--- src/rtl/dcm_lock_sequencer_if.sv ---
// dcm_lock_sequencer_if: DCM lock handshake, core reset and debug status between sequencer and clock tree.
interface dcm_lock_sequencer_if;
  logic       dcm_locked;
  logic       dcm_reset;
  logic       sys_reset;
  logic       locked_ok;
  logic       failed;
  logic [3:0] retry_count;
  logic [7:0] lock_loss_count;
  logic [2:0] state;
  modport master (
    input  dcm_locked,
    output dcm_reset, sys_reset, locked_ok, failed, retry_count, lock_loss_count, state
  );
  modport slave (
    output dcm_locked,
    input  dcm_reset, sys_reset, locked_ok, failed, retry_count, lock_loss_count, state
  );
endinterface

--- src/rtl/dcm_lock_sequencer.sv ---
// dcm_lock_sequencer: pulses DCM reset, waits for lock with timeout/retries, and holds core reset until lock is stable.
module dcm_lock_sequencer #(
  parameter int RST_CYCLES   = 8,
  parameter int LOCK_TIMEOUT = 65536,
  parameter int HOLD_CYCLES  = 1024,
  parameter int MAX_RETRIES  = 15,
  parameter int CNT_W        = 20
) (
  input  logic               sysclk,
  input  logic               reset_n,
  dcm_lock_sequencer_if.master bus
);
  typedef enum logic [2:0] {RESET = 3'd0, WAIT_LOCK = 3'd1, HOLD = 3'd2, RUN = 3'd3, FAIL = 3'd4} state_t;
  state_t st, nxt;
  logic [CNT_W-1:0] cnt;
  logic s1, lk, timeout;
  logic [3:0] retry, retry_d;
  logic [7:0] loss, loss_d;
  logic dcm_rst_q, sys_rst_q, ok_q, fail_q;
  logic dcm_rst_d, sys_rst_d, ok_d, fail_d;
  assign timeout = cnt == CNT_W'(LOCK_TIMEOUT - 1);
  always_ff @(posedge sysclk or negedge reset_n)
    if (!reset_n) begin
      st        <= RESET;
      cnt       <= '0;
      s1        <= 1'b0;
      lk        <= 1'b0;
      retry     <= '0;
      loss      <= '0;
      dcm_rst_q <= 1'b1;
      sys_rst_q <= 1'b1;
      ok_q      <= 1'b0;
      fail_q    <= 1'b0;
    end else begin
      s1        <= bus.dcm_locked;
      lk        <= s1;
      st        <= nxt;
      cnt       <= (nxt != st) ? '0 : cnt + CNT_W'(1);
      retry     <= retry_d;
      loss      <= loss_d;
      dcm_rst_q <= dcm_rst_d;
      sys_rst_q <= sys_rst_d;
      ok_q      <= ok_d;
      fail_q    <= fail_d;
    end
  // lock is checked before timeout so a coincident lock never costs a retry
  always_comb begin
    nxt = RESET;
    case (st)
      RESET:     nxt = (cnt == CNT_W'(RST_CYCLES - 1)) ? WAIT_LOCK : RESET;
      WAIT_LOCK: nxt = lk ? HOLD : !timeout ? WAIT_LOCK :
                       (retry + 4'd1 == 4'(MAX_RETRIES)) ? FAIL : RESET;
      HOLD:      nxt = !lk ? RESET : (cnt == CNT_W'(HOLD_CYCLES - 1)) ? RUN : HOLD;
      RUN:       nxt = lk ? RUN : RESET;
      FAIL:      nxt = FAIL;
      default:   nxt = RESET;
    endcase
  end
  always_comb begin
    dcm_rst_d = nxt == RESET;
    sys_rst_d = nxt != RUN;
    ok_d      = nxt == RUN;
    fail_d    = nxt == FAIL;
    retry_d   = (nxt == RUN) ? 4'd0 :
                (st == WAIT_LOCK && !lk && timeout) ? retry + 4'd1 : retry;
    loss_d    = ((st == HOLD || st == RUN) && !lk && loss != 8'hff) ? loss + 8'd1 : loss;
  end
  assign bus.dcm_reset       = dcm_rst_q;
  assign bus.sys_reset       = sys_rst_q;
  assign bus.locked_ok       = ok_q;
  assign bus.failed          = fail_q;
  assign bus.retry_count     = retry;
  assign bus.lock_loss_count = loss;
  assign bus.state           = st;
endmodule

--- src/flat_wrapper.sv ---
// flat-port wrapper written by rule: the top's interface ports become plain ports
module dcm_lock_sequencer_flat 
#(
  parameter int RST_CYCLES   = 8,
  parameter int LOCK_TIMEOUT = 65536,
  parameter int HOLD_CYCLES  = 1024,
  parameter int MAX_RETRIES  = 15,
  parameter int CNT_W        = 20
)
  (sysclk, reset_n, bus_dcm_locked, bus_dcm_reset, bus_sys_reset, bus_locked_ok, bus_failed, bus_retry_count, bus_lock_loss_count, bus_state);
  dcm_lock_sequencer_if bus_i ();
  input  logic sysclk;
  input  logic reset_n;
  input wire logic [$bits(bus_i.dcm_locked)-1:0] bus_dcm_locked;
  output wire logic [$bits(bus_i.dcm_reset)-1:0] bus_dcm_reset;
  output wire logic [$bits(bus_i.sys_reset)-1:0] bus_sys_reset;
  output wire logic [$bits(bus_i.locked_ok)-1:0] bus_locked_ok;
  output wire logic [$bits(bus_i.failed)-1:0] bus_failed;
  output wire logic [$bits(bus_i.retry_count)-1:0] bus_retry_count;
  output wire logic [$bits(bus_i.lock_loss_count)-1:0] bus_lock_loss_count;
  output wire logic [$bits(bus_i.state)-1:0] bus_state;
  assign bus_i.dcm_locked = bus_dcm_locked;
  assign bus_dcm_reset = bus_i.dcm_reset;
  assign bus_sys_reset = bus_i.sys_reset;
  assign bus_locked_ok = bus_i.locked_ok;
  assign bus_failed = bus_i.failed;
  assign bus_retry_count = bus_i.retry_count;
  assign bus_lock_loss_count = bus_i.lock_loss_count;
  assign bus_state = bus_i.state;
  dcm_lock_sequencer #(.RST_CYCLES(RST_CYCLES), .LOCK_TIMEOUT(LOCK_TIMEOUT), .HOLD_CYCLES(HOLD_CYCLES), .MAX_RETRIES(MAX_RETRIES), .CNT_W(CNT_W)) u_core (.sysclk(sysclk), .reset_n(reset_n), .bus(bus_i));
endmodule
--- config.mk ---
export PLATFORM = sky130hd
export DESIGN_NAME = dcm_lock_sequencer_flat
export DESIGN_NICKNAME = d
export VERILOG_FILES = /design/src/rtl/dcm_lock_sequencer_if.sv /design/src/rtl/dcm_lock_sequencer.sv /design/src/flat_wrapper.sv
export SDC_FILE = /design/constraint.sdc
export NUM_CORES = 1
export LEC_CHECK = 0
export CAP_MARGIN = 30
export CORE_MARGIN = 1.5
export CORE_UTILIZATION = 60
export DETAILED_ROUTE_END_ITERATION = 6
export DONT_BUFFER_PORTS = 1
export GPL_TIMING_DRIVEN = 0
export HOLD_SLACK_MARGIN = 0.15
export PLACE_DENSITY = 0.76
export RECOVER_POWER = 25
export SETUP_SLACK_MARGIN = 0.4
export SLEW_MARGIN = 20
export SYNTH_ARGS = -nofsm -noshare
export SYNTH_HDL_FRONTEND = slang
export SYNTH_SLANG_ARGS = --single-unit
--- constraint.sdc ---
create_clock -name sysclk -period 2.5 [get_ports sysclk]
set_input_delay 0.125 -clock sysclk [delete_from_list [all_inputs] [get_ports sysclk]]
set_output_delay 0.125 -clock sysclk [all_outputs]
set_load 0.01 [all_outputs]
==> impl_metrics.env <==
export IMPL_status="complete, no violations"
export IMPL_final_util=0.730
export IMPL_slew_viol_final=0
export IMPL_crit_required_ns=2.76
export IMPL_synth_top_area_frac=0.498
export IMPL_antenna_found_initial=0
export IMPL_clkTransAtPathRegs_ns=0.13
export IMPL_cts_max_path_buffers=2
export IMPL_timing_final_crit_share=0.794
export IMPL_multi_input_area_um2=947
export IMPL_die_h_um=60.1
export IMPL_drtIter0Drc=66
export IMPL_power_density_nw_per_um2=826
export IMPL_min_period_ns=1.98
export IMPL_synth_seq_cells=41
export IMPL_grt_pass1_wl_um=6050
export IMPL_startpoint_type="register"
export IMPL_routed_wl_um=3820
export IMPL_gp_congestion=0.804
export IMPL_cts_sinks=41
export IMPL_critPathSlowestCell="dfrtp_1"
export IMPL_netlist_area_um2=1960
export IMPL_critPathKind="register to register"
export IMPL_fin_total_pwr_w=0.00186
export IMPL_grtUsageMet3=0.0801
export IMPL_cpMostUsedCell="buf_4"
export IMPL_worst_pin_slew_ns=0.534
export IMPL_root_buffer="clkbuf_4"
export IMPL_finalSetupTns_ns=0
export IMPL_regToRegStartpoint="u_core.cnt[1]"
export IMPL_ir_drop_mv=0.626
export IMPL_syn_nets=191
export IMPL_cts_htree_levels=2
export IMPL_design_die_area_um2=3620
export IMPL_boundaryPins=22
export IMPL_regArea_um2=1030
export IMPL_slew_headroom=0.641
export IMPL_slowest_delay_ns=0.41
export IMPL_skew_ns=0.0162
export IMPL_placed_area_um2=2010
export IMPL_path_cells="ha_4 > nand2_1 > nor4_4 > buf_4 > a31oi_1 > a221oi_2 > buf_4 > buf_4 > nor2_1"
export IMPL_yosys_cell_types_count=38
export IMPL_avgSynthCellArea_um2=10.6
export IMPL_postLayoutCellArea_um2=2250
export IMPL_yosys_warnings=0
export IMPL_setup_viol=0
export IMPL_use_met2=0.370
export IMPL_final_cell_mix="dfrtp_1, nor2_1, xor2_1"
export IMPL_drcViolationCount=0
export IMPL_syn_to_final_growth_pct=14.7
export IMPL_yosysSeqAreaShare=0.525
export IMPL_hold_violations=0
export IMPL_wl_per_cell_um=15.5
export IMPL_synth_top_area_cell="dfrtp_1"
export IMPL_gr_usage_all_layers=0.232
export IMPL_vias=1406
export IMPL_ys_async_sr_fraction=1.00
export IMPL_clock_latency_ns=0.35
export IMPL_drive_above_1_share=0.177
export IMPL_overflow=0
export IMPL_hpwl_um=2450
export IMPL_ys_flop_type="dfrtp_1"
export IMPL_drtPass1Iterations=4
export IMPL_grt_pass1_vias=1360
export IMPL_grt_busiest_layer="met2"
export IMPL_grt_start_max_net_pins=42
export IMPL_final_antenna_net_count=0
export IMPL_placementRows=20
export IMPL_arrival_ns=2.25
export IMPL_synth_edf_count=0
export IMPL_min_path_type="input pin to asynchronous set/reset pin"
export IMPL_crit_path_end_kind="register"
export IMPL_viasPerCell=5.69
export IMPL_layout_nets=209
export IMPL_rsz0062_at_grt="false"
export IMPL_leakagePower_nw=1.01
export IMPL_fmax_mhz=504
export IMPL_port_buffers=0
export IMPL_synth_area_leaders="dfrtp_1, xor2_1, nor2_1"
export IMPL_fillers=234
export IMPL_grt_met1_usage=0.295
export IMPL_startpoint="u_core.cnt[1]"
export IMPL_initial_core_util=0.637
export IMPL_n_antenna_cell=0
export IMPL_die_w_um=60.1
export IMPL_core_area_um2=3080
export IMPL_path_max_fanout=8
export IMPL_syn_inst=184
export IMPL_numCtsBuffers=5
export IMPL_maxCapViolations=0
export IMPL_cts_tree="yes"
export IMPL_layout_commonest_cell="dfrtp_1"
-- layer usage --
layer | routed length [µm] | share of wire
met4 | 59 | 0.015
met2 | 1920 | 0.50
met1 | 1620 | 0.43
met5 | 0 | 0
met3 | 210 | 0.055
-- critical path: cells and delay by family (launching register included) --
kind	cells	cell delay (ns)
DFF	1	0.41
adders and majority gates	1	0.18
buffers and inverters	3	0.56
and+or+nand+nor	3	0.43
AOI/OAI and AO/OA	2	0.30
-- through the flow --
| step | setup WS, ns | std cells | hold WS (ns) |
|---|---|---|---|
| final | 0.515 | 247 | 0.205 |
| after global routing | 0.411 | 247 | 0.204 |
| after CTS | 0.414 | 243 | 0.204 |
| after detailed placement | 0.285 | 228 | -0.170 |
| after global placement | 0.351 | 228 | -0.170 |
| after floorplan | 0.610 | 184 | -0.171 |
-- sequential cells by signal (all words and copies together) (netlist names) --
| register | flops |
|---|---|
| u_core.bus.state | 3 |
| u_core.bus.failed | 1 |
| u_core.bus.lock_loss_count | 8 |
| u_core.bus.sys_reset | 1 |
| u_core.cnt | 20 |
| u_core.bus.locked_ok | 1 |
| u_core.s1 | 1 |
| u_core.lk | 1 |
| u_core.bus.retry_count | 4 |
| u_core.bus.dcm_reset | 1 |
-- cell families after synthesis --
| logic type | count (synthesis) | share of synthesized area |
|---|---|---|
| buf+inv | 7 | 0.0211 |
| mux | 1 | 0.00575 |
| flops | 41 | 0.525 |
| xor+xnor | 28 | 0.125 |
| fa+ha+maj | 4 | 0.0255 |
| compound gates | 12 | 0.0472 |
| simple gates | 91 | 0.250 |
-- report_power, final --
| group | internal, W | leakage [nW] | switching, W |
|---|---|---|---|
| logic | 0.000346 | 0.436 | 0.000295 |
| registers | 0.000758 | 0.547 | 0.000141 |
| clock network | 0.000107 | 0.0320 | 0.000211 |
-- path summary, 6_finish.rpt --
check,endpoint,slack [ns],cells after the start
max in group asynchronous,u_core.bus.dcm_reset,2.02,2
setup / recovery,u_core.cnt[5],0.52,9
hold reg to reg,u_core.lk,0.37,0
hold / removal,u_core.cnt[7],0.21,2
min in group sysclk,u_core.s1,0.35,1
setup reg to reg,u_core.cnt[5],0.52,9
-- final cells by class --
class	instances	share of cell area
Buffer	3	0.0134
Clock inverter	2	0.00445
Multi-Input combinational cell	136	0.421
Clock buffer	6	0.0184
Tap cell	44	0.0245
Sequential cell	41	0.459
Inverter	4	0.00668
Timing Repair Buffer	11	0.0523
-- cell usage after synthesis, types with 2 or more instances --
cell type	number
ha_1	4
o31ai_1	2
or2_2	2
nand4_1	7
nand2_1	14
and3b_1	2
nor2_1	32
nand2b_1	2
o21ai_0	2
dfstp_2	2
xor2_1	18
and4_1	3
xnor2_1	10
dfrtp_1	39
and3_1	3
buf_6	2
nand3_1	12
a31oi_1	2
nor4_1	4
inv_1	4
-- repair_timing --
action | in CTS | in global routing
cloned | 1 | 1
setup endpoints to repair | 25 | 28
setup buffers | 3 | 3
endpoints found under the hold margin | 42 | 0
hold buffers | 3 | 0
resized for setup | 3 | 10
pin swaps | 2 | 6
(Power assumes the default switching activity.)
